==> src/rtl/fft_twiddle_addr_gen.sv <==
// Twiddle ROM address sequencer for a radix-2 DIT FFT.
// After a start request it steps through every stage and butterfly, drives the
// twiddle ROM address, and emits the matching butterfly indices one cycle later
// so that they line up with the ROM read data.
//
// Ports
//   clk        clock, all logic on posedge
//   rst        synchronous active-high reset
//   start      one-cycle request to run a full schedule (ignored while busy)
//   adv        issue enable; low pauses the schedule
//   addr       twiddle ROM address (ADDR_BASE + k)
//   wr_ena     ROM write enable, tied low
//   busy       high from accepted start through the done cycle
//   out_valid  ROM data this cycle belongs to out_stage/out_top/out_bot
//   out_stage  stage of the butterfly on the output
//   out_top    top data index
//   out_bot    bottom data index (out_top + 2^stage)
//   out_last   final butterfly of the final stage
//   done       one-cycle completion pulse (out_valid & out_last)
module fft_twiddle_addr_gen #(
    parameter int unsigned LOG2N     = 3,
    parameter int unsigned ADDR_BASE = 1,
    parameter int unsigned AW        = 12
) (
    input  logic             clk,
    input  logic             rst,
    input  logic             start,
    input  logic             adv,
    output logic [AW-1:0]    addr,
    output logic             wr_ena,
    output logic             busy,
    output logic             out_valid,
    output logic [LOG2N-1:0] out_stage,
    output logic [LOG2N-1:0] out_top,
    output logic [LOG2N-1:0] out_bot,
    output logic             out_last,
    output logic             done
);

    localparam int unsigned N  = 1 << LOG2N;
    // Index width; LOG2N bits also holds the butterfly counter and stage+1.
    localparam int unsigned IW = LOG2N;
    localparam logic [IW-1:0] J_LAST = IW'(N / 2 - 1);
    localparam logic [IW-1:0] S_LAST = IW'(LOG2N - 1);

    typedef enum logic [1:0] {
        IDLE  = 2'd0,
        ISSUE = 2'd1,
        DRAIN = 2'd2
    } state_t;

    state_t          state, state_nxt;
    logic [IW-1:0]   s, s_nxt;
    logic [IW-1:0]   j, j_nxt;
    logic [AW-1:0]   addr_nxt;
    logic            issue_c;
    logic            last_c;
    logic [IW-1:0]   top_c;
    logic [IW-1:0]   bot_c;

    // Position of butterfly j inside its group at stage st.
    function automatic logic [IW-1:0] grp_pos(input logic [IW-1:0] st, input logic [IW-1:0] jj);
        return jj & ((IW'(1) << st) - IW'(1));
    endfunction

    // Twiddle ROM address: k = p << (LOG2N-1-st).
    function automatic logic [AW-1:0] tw_addr(input logic [IW-1:0] st, input logic [IW-1:0] jj);
        logic [IW-1:0] k;
        k = grp_pos(st, jj) << (S_LAST - st);
        return AW'(ADDR_BASE) + AW'(k);
    endfunction

    assign wr_ena  = 1'b0;
    assign issue_c = (state == ISSUE) && adv;
    assign last_c  = (s == S_LAST) && (j == J_LAST);
    assign top_c   = ((j >> s) << (s + IW'(1))) + grp_pos(s, j);
    assign bot_c   = top_c + (IW'(1) << s);

    // Next-state and counter advance
    always_comb begin
        state_nxt = state;
        s_nxt     = s;
        j_nxt     = j;
        case (state)
            IDLE: begin
                if (start) begin
                    state_nxt = ISSUE;
                    s_nxt     = '0;
                    j_nxt     = '0;
                end
            end
            ISSUE: begin
                if (adv) begin
                    if (j == J_LAST) begin
                        j_nxt = '0;
                        // Wrap the stage after the final issue so addr parks at ADDR_BASE.
                        s_nxt = last_c ? '0 : s + IW'(1);
                    end else begin
                        j_nxt = j + IW'(1);
                    end
                    if (last_c) begin
                        state_nxt = DRAIN;
                    end
                end
            end
            DRAIN: begin
                state_nxt = IDLE;
            end
            default: begin
                state_nxt = IDLE;
            end
        endcase
        // Address always follows the counters, so it holds whenever they hold.
        addr_nxt = tw_addr(s_nxt, j_nxt);
    end

    // State, counters and the one-cycle output pipeline
    always_ff @(posedge clk) begin
        if (rst) begin
            state     <= IDLE;
            s         <= '0;
            j         <= '0;
            addr      <= AW'(ADDR_BASE);
            busy      <= 1'b0;
            out_valid <= 1'b0;
            out_stage <= '0;
            out_top   <= '0;
            out_bot   <= '0;
            out_last  <= 1'b0;
            done      <= 1'b0;
        end else begin
            state     <= state_nxt;
            s         <= s_nxt;
            j         <= j_nxt;
            addr      <= addr_nxt;
            busy      <= (state_nxt != IDLE);
            out_valid <= issue_c;
            done      <= issue_c && last_c;
            if (issue_c) begin
                out_stage <= s;
                out_top   <= top_c;
                out_bot   <= bot_c;
                out_last  <= last_c;
            end
        end
    end

endmodule

==> config.mk <==
export PLATFORM = sky130hd
export DESIGN_NAME = fft_twiddle_addr_gen
export DESIGN_NICKNAME = d
export VERILOG_FILES = /design/src/rtl/fft_twiddle_addr_gen.sv
export SDC_FILE = /design/constraint.sdc
export NUM_CORES = 1
export LEC_CHECK = 0
export BUFFER_PORTS_ARGS = -buffer_cell sky130_fd_sc_hd__buf_2
export CAP_MARGIN = 20
export CORE_UTILIZATION = 55
export DETAILED_ROUTE_END_ITERATION = 10
export GPL_TIMING_DRIVEN = 0
export PLACE_DENSITY = 0.79
export SYNTH_ARGS = -nofsm -noshare
export SYNTH_HDL_FRONTEND = slang
export SYNTH_SLANG_ARGS = --single-unit
==> constraint.sdc <==
create_clock -name clk -period 3.8 [get_ports clk]
set_input_delay 0.57 -clock clk [delete_from_list [all_inputs] [get_ports clk]]
set_output_delay 0.57 -clock clk [all_outputs]
set_load 0.02 [all_outputs]
==> Yosys cells after proc, flatten, opt, wreduce, memory -nomap -nowiden <==
Cells that the tools add are included.
{ "classes": {"n_addsub": 8, "n_eq_ne": 3, "shifts": 5, "muxes": 13, "bitwise_logic": 2, "n_reduce_logical": 5} }
{ "ops": {"columns": ["operator", "n"], "rows": [
  ["3-bit two-way mux", 7],
  ["3-bit case mux with 2 select lines", 2],
  ["3-bit by 1-bit adder with 3-bit output, second input constant", 2],
  ["3-bit adder", 2],
  ["3-bit bitwise AND", 2],
  ["3-bit by 2-bit equality test with 1-bit output, second input constant", 2],
  ["2-bit two-way mux", 3],
  ["1-bit by 3-bit left shift with 3-bit output, first input constant", 2],
  ["3-bit by 3-bit left shift with 3-bit output", 2],
  ["3-bit by 1-bit subtractor with 3-bit output, second input constant", 2],
  ["1-bit by 3-bit adder with 4-bit output, first input constant", 1],
  ["2-bit case mux with 2 select lines", 1],
  ["1-bit logical AND", 3],
  ["3-bit by 3-bit right shift with 3-bit output", 1],
  ["2-bit by 3-bit subtractor with 3-bit output, first input constant", 1],
  ["2-bit by 1-bit equality test with 1-bit output, second input constant", 1],
  ["2-bit logical NOT", 1],
  ["2-bit nonzero test", 1]
]} }
{ "word_totals": {"regBits": 33, "in_bits": 4, "out_inout_bits": 26} }

==> Depth between registers and ports, before layout <==
{ "logic_depth": {"ltp_word": 11, "mapped_depth": 16, "depth_no_buf": 15} }

==> Worst setup path after synthesis <==
OpenSTA, ideal clock, no wires.
{ "synth_timing": {"kind": "flip-flop to flip-flop", "from": "register s[0]", "to": "register addr[2]", "setup_ns": 0.123, "arrival_ns": 3.058, "t_required_ns": 3.677, "setup_slack_ns": 0.619, "stages_incl_launch_ff": 16, "path_buffers": 1, "synth_period_minus_slack_ns": 3.181, "cell_sequence": "dfxtp_1 -> clkbuf_1 -> inv_1 -> ha_1 -> nor2b_1 -> nor2_1 -> a32oi_1 -> ha_1 -> nand2_1 -> ha_1 -> nor3b_1 -> nand2_1 -> a211oi_2 -> ha_1 -> nor2_1 -> mux2_1"} }
{ "synth_via": {"elab_chain_len": 11, "elab_cells_between_ends": 14} }
{ "synth_lines": {"columns": ["element", "line", "source"], "rows": [
  ["start: declaration", "53", "logic [IW-1:0] s, s_nxt;"],
  ["start signal: assignment", "133", "s <= s_nxt;"],
  ["branches (longest 5 deep; another with 3-bit by 1-bit adder with 3-bit output)", null, null],
  ["3-bit case mux with 2 select lines (*)", "84", "case (state)"],
  ["1-bit by 3-bit left shift with 3-bit output", "63", "return jj & ((IW'(1) << st) - IW'(1));"],
  ["3-bit by 1-bit subtractor with 3-bit output", "63", null],
  ["3-bit bitwise AND", "63", null],
  ["3-bit by 3-bit left shift with 3-bit output (*)", "69", "k = grp_pos(st, jj) << (S_LAST - st);"],
  ["1-bit by 3-bit adder with 4-bit output (*)", "70", "return AW'(ADDR_BASE) + AW'(k);"],
  ["end signal: assignment", "123", "addr <= AW'(ADDR_BASE);"],
  ["end signal: assignment", "135", "addr <= addr_nxt;"],
  ["end: declaration", "29", "output logic [AW-1:0] addr,"]
]} }
Mark *: on every way between the ends.
A chain may end at the register's enable or synchronous reset.

==> Final worst setup path <==
Same ends and word-level chain as after synthesis.

==> reports/metrics.json <==
{
  "timing": {
    "maxClockFrequency_ghz": 0.287,
    "totalNegativeSetupSlack_ps": 0,
    "min_period_ps": 3480,
    "grt_setup_unrepaired": "no",
    "timing.final.crit_share_pct": 91.7,
    "fin_ws_ps": 316,
    "slew_viol_final": 0,
    "timing.clock.skew_ps": 10.4,
    "setup_viol_count_final": 0,
    "hold_viol_final": 0
  },
  "placement": {
    "port_buffers": 20,
    "setup_slack_after_placement_ps": 76.4,
    "place.detailed.hpwl_mm": 2.47,
    "gp_congestion": 0.799
  },
  "cts": {
    "tritoncts_num_sinks": 25,
    "clk_latency_ps": 340,
    "cts.path.max_buffers": 2,
    "cts_post_setup_buffers_inserted": 0,
    "cts_root_buf": "sky130_fd_sc_hd__clkbuf_4",
    "cts_inserted_buffers": 3,
    "tritoncts": "built",
    "clkSlewWorstSetupHoldPaths_ps": 160,
    "cts.htree.levels": 1
  },
  "synth": {
    "distinct_cells_synth": 48,
    "post_synth_edffs": 0,
    "avgSynthCellArea_um2": 8.63,
    "synth-seq-area-share_pct": 31.3,
    "synth_seq_cells": 25,
    "synthCells": 185,
    "yosys_warning_total": 0,
    "syn_area_um2": 1600,
    "post_synth_top_flop": "sky130_fd_sc_hd__dfxtp_1",
    "synth_async_sr_flop_share_pct": 0
  },
  "global_routing": {
    "grt_first_pass_wirelength_mm": 5.24,
    "first_global_vias": 1208,
    "grt_start_max_net_pins": 16,
    "grt_remaining_overflow": 0,
    "initial_antenna_violation_count": 0,
    "grt_usage_pct": 21.3
  },
  "pwr": {
    "total_power_uw": 455,
    "irDropWorstVdd_mv": 0.259,
    "leakagePower_uw": 0.000890,
    "power_per_cell_area_nw_per_um2": 252
  },
  "detailed_routing": {
    "drt-initial-drc-count": 52,
    "via_per_inst": 5.36,
    "length_of_the_first_detailed_routing_pass_in_iterations": 4,
    "route.final.wire_length_mm": 3.18,
    "drt_drc_violations_left": 0,
    "avgRoutedWirePerCell_um": 12.8,
    "vias": 1330,
    "ant_nets": 0
  },
  "floorplan": {
    "floorplan.die_area_um2": 3120,
    "core.rowCount": 19,
    "ioPinCount": 30,
    "initial_util_pct": 57.9,
    "die_w_um": 55.9,
    "die_height_um": 55.9,
    "coreArea_um2": 2760
  },
  "job": {
    "timing.max_cap.violations": 0
  },
  "critical_path": {
    "critPathLaunchType": "register",
    "reg2reg_setup_slack_ps": 320,
    "cp-end-kind": "register",
    "worst-path-max-fanout": 8,
    "worstSetupPathType": "reg -> reg",
    "timing.critical_path.arrival_ps": 3720,
    "cp.required_ps": 4040
  },
  "cells_and_area": {
    "number_of_filler_instances_in_the_final_layout": 248,
    "final_cell_mix": "25 x sky130_fd_sc_hd__nand2_1, 25 x sky130_fd_sc_hd__dfxtp_1, 22 x sky130_fd_sc_hd__buf_2",
    "final_layout_size_suffix_gt1_share_pct": 21.2,
    "final_nets": 238,
    "antenna_diode_count": 0,
    "areaGrowthSynthToFinish_pct": 13.2
  },
  "status": {
    "status": "finished clean"
  },
  "hold_path": {
    "hold_path_class": "reg -> reg"
  }
}
==> final timing paths <==
kind	startpoint	end	depth (start not counted)
max	s[0]	addr[2]	15
min	out_bot[0]	out_bot[0]	2
max reg2reg	s[0]	addr[2]	15
min reg2reg	out_bot[0]	out_bot[0]	2
==> power breakdown <==
| part | switching [uW] | internal (uW) |
|---|---|---|
| registers | 2.59 | 266 |
| logic | 34.6 | 20.2 |
| clock network | 90.9 | 40.4 |
| total | 128 | 327 |
==> per-stage QoR <==
step	instances	utilization [%]	hold slack (ps)	instance area, um2
finish	248	65.5	464	1810
global route	248	65.5	489	1810
CTS	248	65.1	463	1800
detailed placement	244	64.0	444	1770
global placement	244	64.0	440	1770
floorplan	193	-	513	1630
==> kinds of logic after synthesis <==
kind of cell,after synthesis,share of synthesized area [%]
compound gates,33,16.4
flops,25,31.3
simple gates,74,23.0
mux,3,1.96
fa+ha+maj,16,13.5
xor+xnor,7,4.70
buf+inv,26,8.86
other cells,1,0.235
==> worst max-delay path, cell delays in order (launching register included) <==
cell and delay (ps):
sky130_fd_sc_hd__dfxtp_1 360, sky130_fd_sc_hd__clkbuf_2 180, sky130_fd_sc_hd__inv_1 130, sky130_fd_sc_hd__ha_1 190
sky130_fd_sc_hd__nor2b_2 240, sky130_fd_sc_hd__nor2_1 120, sky130_fd_sc_hd__a32oi_2 330, sky130_fd_sc_hd__ha_1 270
sky130_fd_sc_hd__nand2_1 80, sky130_fd_sc_hd__ha_1 310, sky130_fd_sc_hd__nor3b_1 320, sky130_fd_sc_hd__nand2_1 110
sky130_fd_sc_hd__a211oi_2 220, sky130_fd_sc_hd__ha_1 190, sky130_fd_sc_hd__nor2_1 40, sky130_fd_sc_hd__mux2_1 280
==> final cells by class <==
| cell class | instances | area [um2] | area share, % |
|---|---|---|---|
| inverters | 9 | 33.8 | 1.87 |
| clock inverters | 1 | 7.51 | 0.416 |
| plain buffers | 17 | 109 | 6.02 |
| repair buffers | 20 | 100 | 5.54 |
| clock buffers | 3 | 22.5 | 1.25 |
| well taps | 31 | 38.8 | 2.15 |
| multi-input cells | 142 | 995 | 55.1 |
| flip-flops and latches | 25 | 500 | 27.7 |
==> sequential cells by signal (all words and copies together) (netlist names), 2 cells and up <==
signal and flops:
out_top 3, out_bot 3, s 3, state 2
addr 4, out_stage 3, j 3
==> metal layers <==
metal	up-vias	part of all wire, %	GRT usage [%]
met4	0	1.3	7.32
li1	672	-	-
met1	628	45	25.5
met2	25	50	38.7
met5	-	0	0
met3	5	3.4	3.49
==> cell usage after synthesis, types with 2 or more instances <==
library cell | n | share of area, %
sky130_fd_sc_hd__ha_1 | 14 | 11
sky130_fd_sc_hd__fa_1 | 2 | 2.5
sky130_fd_sc_hd__xnor2_1 | 3 | 1.6
sky130_fd_sc_hd__nor2b_1 | 5 | 2.0
sky130_fd_sc_hd__and2b_1 | 2 | 0.94
sky130_fd_sc_hd__nand3_1 | 3 | 0.94
sky130_fd_sc_hd__clkbuf_1 | 4 | 0.94
sky130_fd_sc_hd__a21o_1 | 3 | 1.4
sky130_fd_sc_hd__inv_1 | 8 | 1.9
sky130_fd_sc_hd__buf_4 | 11 | 5.2
sky130_fd_sc_hd__and2_1 | 5 | 2.0
sky130_fd_sc_hd__nor3b_1 | 3 | 1.4
sky130_fd_sc_hd__nand2_1 | 25 | 5.9
sky130_fd_sc_hd__xor2_1 | 3 | 1.6
sky130_fd_sc_hd__a211o_1 | 3 | 1.6
sky130_fd_sc_hd__nand3b_1 | 2 | 0.94
sky130_fd_sc_hd__mux2i_1 | 2 | 1.3
sky130_fd_sc_hd__nand2b_1 | 3 | 1.2
sky130_fd_sc_hd__dfxtp_1 | 25 | 31
sky130_fd_sc_hd__a21oi_1 | 9 | 2.8
sky130_fd_sc_hd__nor2_1 | 17 | 4.0
sky130_fd_sc_hd__buf_2 | 2 | 0.63
sky130_fd_sc_hd__nor3_1 | 5 | 1.6
sky130_fd_sc_hd__a21boi_0 | 2 | 0.94
==> repair_timing <==
action,CTS,global route
hold buffers,0,0
endpoints found under the setup margin,0,2
gates resized for setup,0,4
(Power assumes the default switching activity.)
